## src/rtl/roots_pkg.sv

```systemverilog
// rtl/roots_pkg.sv - shared types, constants and the binary32 NaN test for roots_requester
package roots_pkg;

  localparam int FP32_W = 32;
  localparam logic [FP32_W-1:0] FP32_QNAN = 32'h7FC00000;

  typedef enum logic [1:0] {
    IDLE = 2'd0,
    WAIT = 2'd1,
    DONE = 2'd2
  } state_t;

  function automatic logic fp32_is_nan(input logic [FP32_W-1:0] x);
    return (x[30:23] == 8'hFF) && (x[22:0] != 23'd0);
  endfunction

endpackage

```

## src/rtl/roots_watchdog.sv

```systemverilog
// rtl/roots_watchdog.sv - WAIT-state timer; expired once TIMEOUT_CYCLES enabled cycles have elapsed
module roots_watchdog #(
  parameter int TIMEOUT_CYCLES = 64
) (
  input  logic clk,
  input  logic rst,
  input  logic clear,
  input  logic enable,
  output logic expired
);

  logic [15:0] count;

  // Counter parks at the limit so it never wraps while the owner lingers.
  always_ff @(posedge clk) begin
    if (rst || clear) begin
      count <= '0;
    end else if (enable && !expired) begin
      count <= count + 16'd1;
    end
  end

  assign expired = (count == 16'(TIMEOUT_CYCLES));

endmodule

```

## src/rtl/roots_requester.sv

```systemverilog
// rtl/roots_requester.sv - issues coefficient triples to a root solver, returns roots or a timeout result
// Optional NaN flagging on res_nan is built when ROOTS_NAN_FLAG_EN is defined.
module roots_requester
  import roots_pkg::*;
#(
  parameter int TIMEOUT_CYCLES = 64
) (
  input  logic              clk,
  input  logic              rst,
  input  logic              req_valid,
  output logic              req_ready,
  input  logic [FP32_W-1:0] req_a,
  input  logic [FP32_W-1:0] req_b,
  input  logic [FP32_W-1:0] req_c,
  output logic              compute_roots,
  output logic [FP32_W-1:0] a,
  output logic [FP32_W-1:0] b,
  output logic [FP32_W-1:0] c,
  input  logic              roots_valid,
  input  logic [FP32_W-1:0] root_1,
  input  logic [FP32_W-1:0] root_2,
  output logic              res_valid,
  input  logic              res_ready,
  output logic [FP32_W-1:0] res_root_1,
  output logic [FP32_W-1:0] res_root_2,
  output logic              res_timeout,
  output logic              res_nan,
  output logic [15:0]       timeout_count
);

  state_t state;
  logic   accept;
  logic   expired;

  assign req_ready = (state == IDLE);
  assign accept    = (state == IDLE) && req_valid;

  roots_watchdog #(
    .TIMEOUT_CYCLES(TIMEOUT_CYCLES)
  ) u_watchdog (
    .clk    (clk),
    .rst    (rst),
    .clear  (accept),
    .enable (state == WAIT),
    .expired(expired)
  );

  always_ff @(posedge clk) begin
    if (rst) begin
      state         <= IDLE;
      compute_roots <= 1'b0;
      a             <= '0;
      b             <= '0;
      c             <= '0;
      res_valid     <= 1'b0;
      res_root_1    <= '0;
      res_root_2    <= '0;
      res_timeout   <= 1'b0;
      timeout_count <= '0;
`ifdef ROOTS_NAN_FLAG_EN
      res_nan       <= 1'b0;
`endif
    end else begin
      compute_roots <= 1'b0;
      case (state)
        IDLE: begin
          if (req_valid) begin
            a             <= req_a;
            b             <= req_b;
            c             <= req_c;
            compute_roots <= 1'b1;
            state         <= WAIT;
          end
        end
        WAIT: begin
          // The pulse cycle is still WAIT; a strobe there cannot belong to this solve.
          if (roots_valid && !compute_roots) begin
            res_root_1  <= root_1;
            res_root_2  <= root_2;
            res_timeout <= 1'b0;
            res_valid   <= 1'b1;
            state       <= DONE;
`ifdef ROOTS_NAN_FLAG_EN
            res_nan     <= fp32_is_nan(root_1) || fp32_is_nan(root_2);
`endif
          end else if (expired) begin
            res_root_1  <= FP32_QNAN;
            res_root_2  <= FP32_QNAN;
            res_timeout <= 1'b1;
            res_valid   <= 1'b1;
            state       <= DONE;
            if (timeout_count != 16'hFFFF) begin
              timeout_count <= timeout_count + 16'd1;
            end
`ifdef ROOTS_NAN_FLAG_EN
            res_nan     <= 1'b1;
`endif
          end
        end
        DONE: begin
          if (res_ready) begin
            res_valid <= 1'b0;
            state     <= IDLE;
          end
        end
        default: state <= IDLE;
      endcase
    end
  end

`ifndef ROOTS_NAN_FLAG_EN
  assign res_nan = 1'b0;
`endif

endmodule

```

## config.mk

```make
export PLATFORM = sky130hd
export DESIGN_NAME = roots_requester
export DESIGN_NICKNAME = d
export VERILOG_FILES = /design/src/rtl/roots_pkg.sv /design/src/rtl/roots_watchdog.sv /design/src/rtl/roots_requester.sv
export SDC_FILE = /design/constraint.sdc
export NUM_CORES = 1
export LEC_CHECK = 0
export BUFFER_PORTS_ARGS = -buffer_cell sky130_fd_sc_hd__buf_2
export CAP_MARGIN = 20
export CORE_ASPECT_RATIO = 1.1
export CORE_MARGIN = 4
export CORE_UTILIZATION = 28
export CTS_CLUSTER_SIZE = 14
export DETAILED_ROUTE_END_ITERATION = 10
export SLEW_MARGIN = 15
export SYNTH_ARGS = -nofsm -noshare
export SYNTH_HDL_FRONTEND = slang
export SYNTH_SLANG_ARGS = --single-unit
```

## constraint.sdc

```tcl
create_clock -name clk -period 2.9 [get_ports clk]
set_clock_uncertainty 0.05 [all_clocks]
set_input_delay 0.29 -clock clk [delete_from_list [all_inputs] [get_ports clk]]
set_output_delay 0.29 -clock clk [all_outputs]
set_load 0.02 [all_outputs]
```

==> flow_summary.yaml, run 1 <==
detailed_routing:
  drcViolationCount: 0
  postRouteAntennaNets: 0
  dr.first_iter.drc_count: 245
  route.detailed.vias_per_inst: 4.680
  via_count: 6131
  detail_route.first_pass.iterations: 4
  wl_per_cell_um: 15.86
  detail_route.wirelength_mm: 20.78
cts:
  numCtsBuffers: 17
  clk_latency_ns: 0.42
  cts_tree: "built"
  tritoncts_num_sinks: 197
  clkSlewWorstSetupHoldPaths_ns: 0.08
  post-cts-setup-buffer-count: 0
  ctsRootBufferMaster: "sky130_fd_sc_hd__clkbuf_16"
  clock_path_buffers: 2
  htreeDepth: 4
floorplan:
  core_um2: 23000
  floorplan.initialDensity_pct: 28.67
  die_ar_um2: 26080
  rows: 58
  floorplan.io_pins: 346
  dieWidth_um: 154.3
  die_height_um: 169.0
final_layout:
  layout-area-overhead-vs-synth_pct: 50.06
  fin_area_um2: 9898
  filler_free_cell_count_of_the_finished_design: 1310
  layout-drive-gt1-share_pct: 40.04
  num-fill-cells: 2192
  mostFrequentLayoutCell: "sky130_fd_sc_hd__buf_2"
  num-nets-final: 1164
  fin_util_pct: 43.03
  layout_common_cells: "sky130_fd_sc_hd__buf_2 (344), sky130_fd_sc_hd__dfxtp_1 (197), sky130_fd_sc_hd__a22o_1 (142), sky130_fd_sc_hd__nor2_1 (63), sky130_fd_sc_hd__dlygate4sd3_1 (61)"
worst_setup_path:
  worstSetupEndpointType: "flop"
  crit_chain: "inv_1, ha_1, and4bb_2, nand4_1, or3_1, or4b_1, a21oi_1"
  ff2ff_setup_slack_ns: 0.45
  timing.critical_path.slowest_stage_cell: "sky130_fd_sc_hd__or3_1"
  worst_path_maximum_fanout: 19
  max_stage_delay_ns: 0.67
  worstReg2RegEnd: "timeout_count[5]"
  reg2reg_from: "u_watchdog.count[0]"
  classification_of_the_worst_setup_path: "flop to flop"
  crit_path_start_kind: "flop"
  cell_count_of_the_worst_reg_to_reg_path: 7
  critical_path_arrival_ns: 2.76
  required_ns: 3.21
yosys:
  synth_enable_flop_cells: 0
  synthesis.area_um2: 6596
  synthFlopType: "sky130_fd_sc_hd__dfxtp_1"
  ranking_of_synthesized_cells_by_area: "sky130_fd_sc_hd__dfxtp_1 (60%), sky130_fd_sc_hd__a22o_1 (19%), sky130_fd_sc_hd__nor2_1 (3.8%)"
  synth-seq-cells: 197
  netlist.top_cell.by_area: "sky130_fd_sc_hd__dfxtp_1"
  yosys.cell_types.count: 41
  synth_sequential_area_ratio_pct: 59.79
  synth_cells: 602
  yosys_warnings: 0
  synth-async-reset-ratio_pct: 0
  synth_area_per_cell_um2: 10.96
  postSynthNetCount: 770
  synth.top_cell.area_share_pct: 59.79
timing:
  final.setup.tns_ns: 0
  grt_setup_unrepaired: "false"
  timing_worst_slew_pin_value_ns: 0.6287
  timing.final.crit_share_pct: 84.52
  maxSlewViolCount: 0
  setup_viol_count_final: 0
  max_clock_freq_mhz: 408.0
  finalHoldViolCount: 0
  final.setup.worst_slack_ns: 0.4491
  max-slew-margin-rel_pct: 58.09
  final_period_minus_worst_setup_slack_ns: 2.451
worst_hold_path:
  min_from: "root_2[1]"
  timing.hold.worst.class: "input port to flop"
  timing.hold.worst_path_depth: 2
  worstHoldEndpoint: "res_root_2[1]"
global_routing:
  number_of_antenna_violations_at_the_first_check_in_global_routing: 1
  grt_start_max_net_pins: 98
  first_global_vias: 6123
  grt_overflow: 0
  grtUsageTotal_pct: 15.22
  grt_pass1_wl_mm: 32.36
power_and_ir_drop:
  share_seq_of_total_power_pct: 48.1
  power.clock.fraction_pct: 39.5
  combPwrFrac_pct: 12.4
  internal-power_uw: 4397
  maximum_vdd_ir_drop_mv: 0.3033
  leakage_uw: 0.004685
  power.switching_fraction_pct: 27.03
  switching_power_uw: 1629
  power_density_nw_per_um2: 608.7
place:
  minimum_setup_slack_after_placement_ns: 0.4451
  port_buffers: 344
  place.detailed.hpwl_mm: 14.45
  total_instance_count_after_detailed_placement: 1215
  placed_area_um2: 8677
  gp_congestion: 0.7793
flow_run:
  max_cap_viol_count: 0
run_status:
  run_status: "complete, no violations"
==> registers in the layout, summed over array words and instances, names as in the netlist <==
name and flops:
res_root_1 32, b 32, c 32, res_timeout 1, res_root_2 32, timeout_count 16
compute_roots 1, a 32, u_watchdog.count 16, res_valid 1, state 2
==> repair_timing <==
item	CTS	global route
resized for setup	0	0
hold buffers	61	0
hold endpoints to repair	61	0
==> critical path: cells and delay by family, from the launching register on <==
family	cells	cell delay [ns]
AO/OA/AOI/OAI	1	0.14
buffers and inverters	1	0.09
flip-flops	1	0.33
AND/OR/NAND/NOR	4	1.63
adder cells (fa/ha/maj)	1	0.14
==> kinds of logic (layout without fill, tap and decap cells) <==
kind of cell | after synthesis | in the layout | synth area share (%)
flops | 197 | 197 | 59.79
compound gates | 165 | 165 | 20.86
mux | 3 | 3 | 0.4932
buf+inv | 48 | 455 | 2.826
simple gates | 166 | 166 | 12.88
fa+ha+maj | 3 | 3 | 0.5691
other cells | 1 | 2 | 0.05685
xor+xnor | 19 | 19 | 2.523
==> area by class of cell <==
type                    instances  area, µm²  share of cell area [%]
well taps                     300      375.4                   3.792
clock inverters                15      162.7                   1.643
inverters                       4      15.01                  0.1517
repair buffers                419       2475                   25.00
multi-input cells             357       2499                   25.24
clock buffers                  17      425.4                   4.298
diodes                          1      2.502                 0.02528
flip-flops and latches        197       3944                   39.84
==> metrics by stage <==
stage,hold slack (ns),power (µW)
2_1_floorplan,0.3657,3321
3_3_place_gp,0.4057,3641
3_5_place_dp,0.4077,3643
4_1_cts,0.00005396,6116
5_1_grt,0.003977,6284
6_report,0.02589,6025
==> worst max path at each step <==
stage,endpoint,slack (ns),startpoint,depth (start not counted)
6_report,timeout_count[5],0.45,u_watchdog.count[0],7
4_1_cts,timeout_count[5],0.45,u_watchdog.count[0],7
3_5_place_dp,timeout_count[5],0.45,u_watchdog.count[0],7
5_1_grt,timeout_count[10],0.26,timeout_count[0],6
3_3_place_gp,res_root_1[8],0.51,u_watchdog.count[0],7
2_1_floorplan,timeout_count[5],0.81,u_watchdog.count[0],8
==> metal layers <==
layer	wire length, µm	GRT usage, %	vias up
met4	320	4.455	0
li1	-	-	3013
met3	1706	5.651	19
met5	0	0	-
met2	10160	25.63	216
met1	8595	18.18	2883
==> power groups by stage <==
stage / registers [µW] / clock network, µW / logic [µW]
finish: 2900 / 2380 / 748
global route: 2920 / 2560 / 810
CTS: 2900 / 2470 / 751
detailed placement: 2960 / 0 / 688
global placement: 2960 / 0 / 683
floorplan: 3110 / 0 / 206
==> cells in the mapped netlist (4+ instances only) <==
cell,instances
sky130_fd_sc_hd__buf_1,4
sky130_fd_sc_hd__clkbuf_1,37
sky130_fd_sc_hd__or4_1,4
sky130_fd_sc_hd__o31ai_1,4
sky130_fd_sc_hd__inv_1,4
sky130_fd_sc_hd__nand3_1,11
sky130_fd_sc_hd__nor2_1,66
sky130_fd_sc_hd__xor2_1,14
sky130_fd_sc_hd__a22o_1,142
sky130_fd_sc_hd__a21oi_1,13
sky130_fd_sc_hd__nor2b_1,5
sky130_fd_sc_hd__nand4_1,13
sky130_fd_sc_hd__dfxtp_1,197
sky130_fd_sc_hd__nor3_1,24
sky130_fd_sc_hd__or3_1,4
sky130_fd_sc_hd__nand2_1,14
sky130_fd_sc_hd__and3_1,4
sky130_fd_sc_hd__xnor2_1,5
Note: power is estimated with default switching activity, not from simulation.
==> run 2: changes to the inputs <==
--- a/config.mk
+++ b/config.mk
@@ -5,6 +5,7 @@
 export SDC_FILE = /design/constraint.sdc
 export NUM_CORES = 1
 export LEC_CHECK = 0
+export ABC_AREA = 1
 export BUFFER_PORTS_ARGS = -buffer_cell sky130_fd_sc_hd__buf_2
 export CAP_MARGIN = 20
 export CORE_ASPECT_RATIO = 1.1
==> constraint.sdc (replaced) <==
create_clock -name clk -period 2 [get_ports clk]
set_clock_uncertainty 0.05 [all_clocks]
set_input_delay 0.2 -clock clk [delete_from_list [all_inputs] [get_ports clk]]
set_output_delay 0.2 -clock clk [all_outputs]
set_load 0.02 [all_outputs]
==> run 2 against run 1 <==
Synthesized area increased by 14%. Worst setup slack worse by 0.26 ns. Final cell count is 31% higher. Non-clock buffer count increased by 85. Critical path type unchanged. Critical endpoint is now timeout_count[6]. Largest cell class unchanged. Largest power group unchanged. Highest routed layer unchanged.
==> flow_summary.yaml, run 2 <==
floorplan:
  die_ar_um2: 29590
  core_um2: 26300
  rows: 62
  floorplan.initialDensity_pct: 28.64
  die_height_um: 180.0
  dieWidth_um: 164.4
  floorplan.io_pins: 346
cts:
  post-cts-setup-buffer-count: 0
  ctsRootBufferMaster: "sky130_fd_sc_hd__clkbuf_16"
  htreeDepth: 4
  tritoncts_num_sinks: 197
  clkSlewWorstSetupHoldPaths_ns: 0.08
  cts_tree: "built"
  clk_latency_ns: 0.42
  clock_path_buffers: 2
  numCtsBuffers: 17
worst_setup_path:
  worstSetupEndpointType: "flop"
  worst_path_maximum_fanout: 14
  crit_path_start_kind: "flop"
  required_ns: 2.29
  critical_path_arrival_ns: 2.10
  classification_of_the_worst_setup_path: "flop to flop"
  ff2ff_setup_slack_ns: 0.19
place:
  port_buffers: 344
  placed_area_um2: 9637
  gp_congestion: 0.8673
  place.detailed.hpwl_mm: 16.98
  minimum_setup_slack_after_placement_ns: 0.1211
yosys:
  yosys.cell_types.count: 28
  synth.top_cell.area_share_pct: 52.36
  synthesis.area_um2: 7532
  yosys-top-cells-count: "sky130_fd_sc_hd__nand2_1 (232), sky130_fd_sc_hd__dfxtp_1 (197), sky130_fd_sc_hd__a22o_1 (96)"
  ranking_of_synthesized_cells_by_area: "sky130_fd_sc_hd__dfxtp_1 (52%), sky130_fd_sc_hd__nand2_1 (12%), sky130_fd_sc_hd__a22o_1 (11%)"
  synth-async-reset-ratio_pct: 0
  yosys_warnings: 0
  synthFlopType: "sky130_fd_sc_hd__dfxtp_1"
  most_common_cell_in_the_synthesized_netlist: "sky130_fd_sc_hd__nand2_1"
  synth_cells: 875
  synth-seq-cells: 197
  synth_enable_flop_cells: 0
  synth_area_per_cell_um2: 8.608
  synth_sequential_area_ratio_pct: 52.36
  postSynthNetCount: 1043
  netlist.top_cell.by_area: "sky130_fd_sc_hd__dfxtp_1"
timing:
  timing.final.crit_share_pct: 90.32
  final.setup.worst_slack_ns: 0.1936
  final_period_minus_worst_setup_slack_ns: 1.806
  setup_viol_count_final: 0
  final.setup.tns_ns: 0
  fin_worst_hold_slack_ns: 0.03203
  maxSlewViolCount: 0
  grt_setup_unrepaired: "false"
  timing_worst_slew_pin_value_ns: 0.5088
  max_clock_freq_mhz: 553.6
  max-slew-margin-rel_pct: 66.08
  finalHoldViolCount: 0
final_layout:
  mostFrequentLayoutCell: "sky130_fd_sc_hd__buf_2"
  layout-drive-gt1-share_pct: 31.35
  antenna_cells: 0
  layout-area-overhead-vs-synth_pct: 54.93
  layout_common_cells: "sky130_fd_sc_hd__buf_2 (344), sky130_fd_sc_hd__nand2_1 (232), sky130_fd_sc_hd__dfxtp_1 (197), sky130_fd_sc_hd__dlygate4sd3_1 (143), sky130_fd_sc_hd__a22o_1 (96)"
  num-nets-final: 1514
  fin_area_um2: 11670
detailed_routing:
  wl_per_cell_um: 14.83
  dr.first_iter.drc_count: 454
  drcViolationCount: 0
  via_count: 7755
  detail_route.wirelength_mm: 25.38
  postRouteAntennaNets: 0
  detail_route.first_pass.iterations: 5
  route.detailed.vias_per_inst: 4.532
global_routing:
  first_global_vias: 7750
  grt_start_max_net_pins: 58
  grt_overflow: 0
  grt_pass1_wl_mm: 40.49
  number_of_antenna_violations_at_the_first_check_in_global_routing: 0
  grtUsageTotal_pct: 16.68
power_and_ir_drop:
  power.clock.fraction_pct: 38.4
  switching_power_uw: 2608
  maximum_vdd_ir_drop_mv: 0.5503
  combPwrFrac_pct: 15.1
  pnr_total_power_uw: 9081
  leakage_uw: 0.005304
  internal-power_uw: 6472
  power_density_nw_per_um2: 778.1
  share_seq_of_total_power_pct: 46.6
  power.switching_fraction_pct: 28.73
worst_hold_path:
  timing.hold.worst.class: "input port to flop"
run_status:
  run_status: "complete, no violations"
flow_run:
  max_cap_viol_count: 0
[run 2: changes by cell type after synthesis, sizes merged, moves of 5 or more]
cell	change
buf	+27
nand4	-6
clkbuf	-19
a22o	-46
nor2	+10
xor2	-7
nor2b	-5
a21oi	+85
o21ai	+16
nand3	+18
nor3	-22
nor4	-5
nand2	+225
inv	+39
[run 2: critical path, stage by stage (launching register included)]
cell and delay, ns:
sky130_fd_sc_hd__dfxtp_1 0.40, sky130_fd_sc_hd__ha_1 0.24, sky130_fd_sc_hd__inv_1 0.10, sky130_fd_sc_hd__nor2_4 0.22, sky130_fd_sc_hd__nand2_2 0.10, sky130_fd_sc_hd__nor2_2 0.15, sky130_fd_sc_hd__nor2_4 0.09, sky130_fd_sc_hd__nand2_4 0.17
sky130_fd_sc_hd__nand2_1 0.07, sky130_fd_sc_hd__a21oi_1 0.14
[run 2: metal layers]
metal  track usage, %  wire, µm
met2            28.12     12180
met4            4.393       434
met3            5.193      2021
met5                0         0
met1            20.59     10740
[run 2: final timing paths]
kind | startpoint | end | cells past startpoint
max | timeout_count[1] | timeout_count[6] | 9
min | root_2[23] | res_root_2[23] | 5
max reg2reg | timeout_count[1] | timeout_count[6] | 9
min reg2reg | res_root_1[30] | res_root_1[30] | 2
[run 2: through the flow]
stage / std cells / utilization [%]
finish: 1711 / 44.38
global route: 1711 / 44.38
CTS: 1711 / 44.36
detailed placement: 1536 / 36.64
global placement: 1536 / 36.64
floorplan: 875 / -
[run 2: repair_timing]
item	CTS	global route
hold endpoints to repair	143	0
endpoints found under the setup margin	0	12
hold buffers	143	0
gates resized for setup	0	1
[run 2: cell families after synthesis]
group                    count (synthesis)  synth area share, %
AND/OR/NAND/NOR                        357                19.73
AO/OA/AOI/OAI                          213                20.38
flip-flops                             197                52.36
buffers and inverters                   95                5.930
XOR/XNOR                                 9                1.047
adder cells (fa/ha/maj)                  3               0.4984
other                                    1              0.04979
[run 2: cell type report]
cell class / count / area (µm²)
fillers: 2525 / 14630
flip-flops and latches: 197 / 3944
repair buffers: 504 / 3368
clock buffers: 19 / 442.9
multi-input cells: 583 / 3159
well taps: 352 / 440.4
clock inverters: 13 / 153.9
inverters: 43 / 161.4
[run 2: power by group through the flow]
stage	Sequential, µW	Combinational (µW)	Clock (µW)
floorplan	4540	422	0
global route	4250	1480	3750
finish	4230	1370	3480
CTS	4230	1360	3620
global placement	4310	1140	0
detailed placement	4310	1140	0
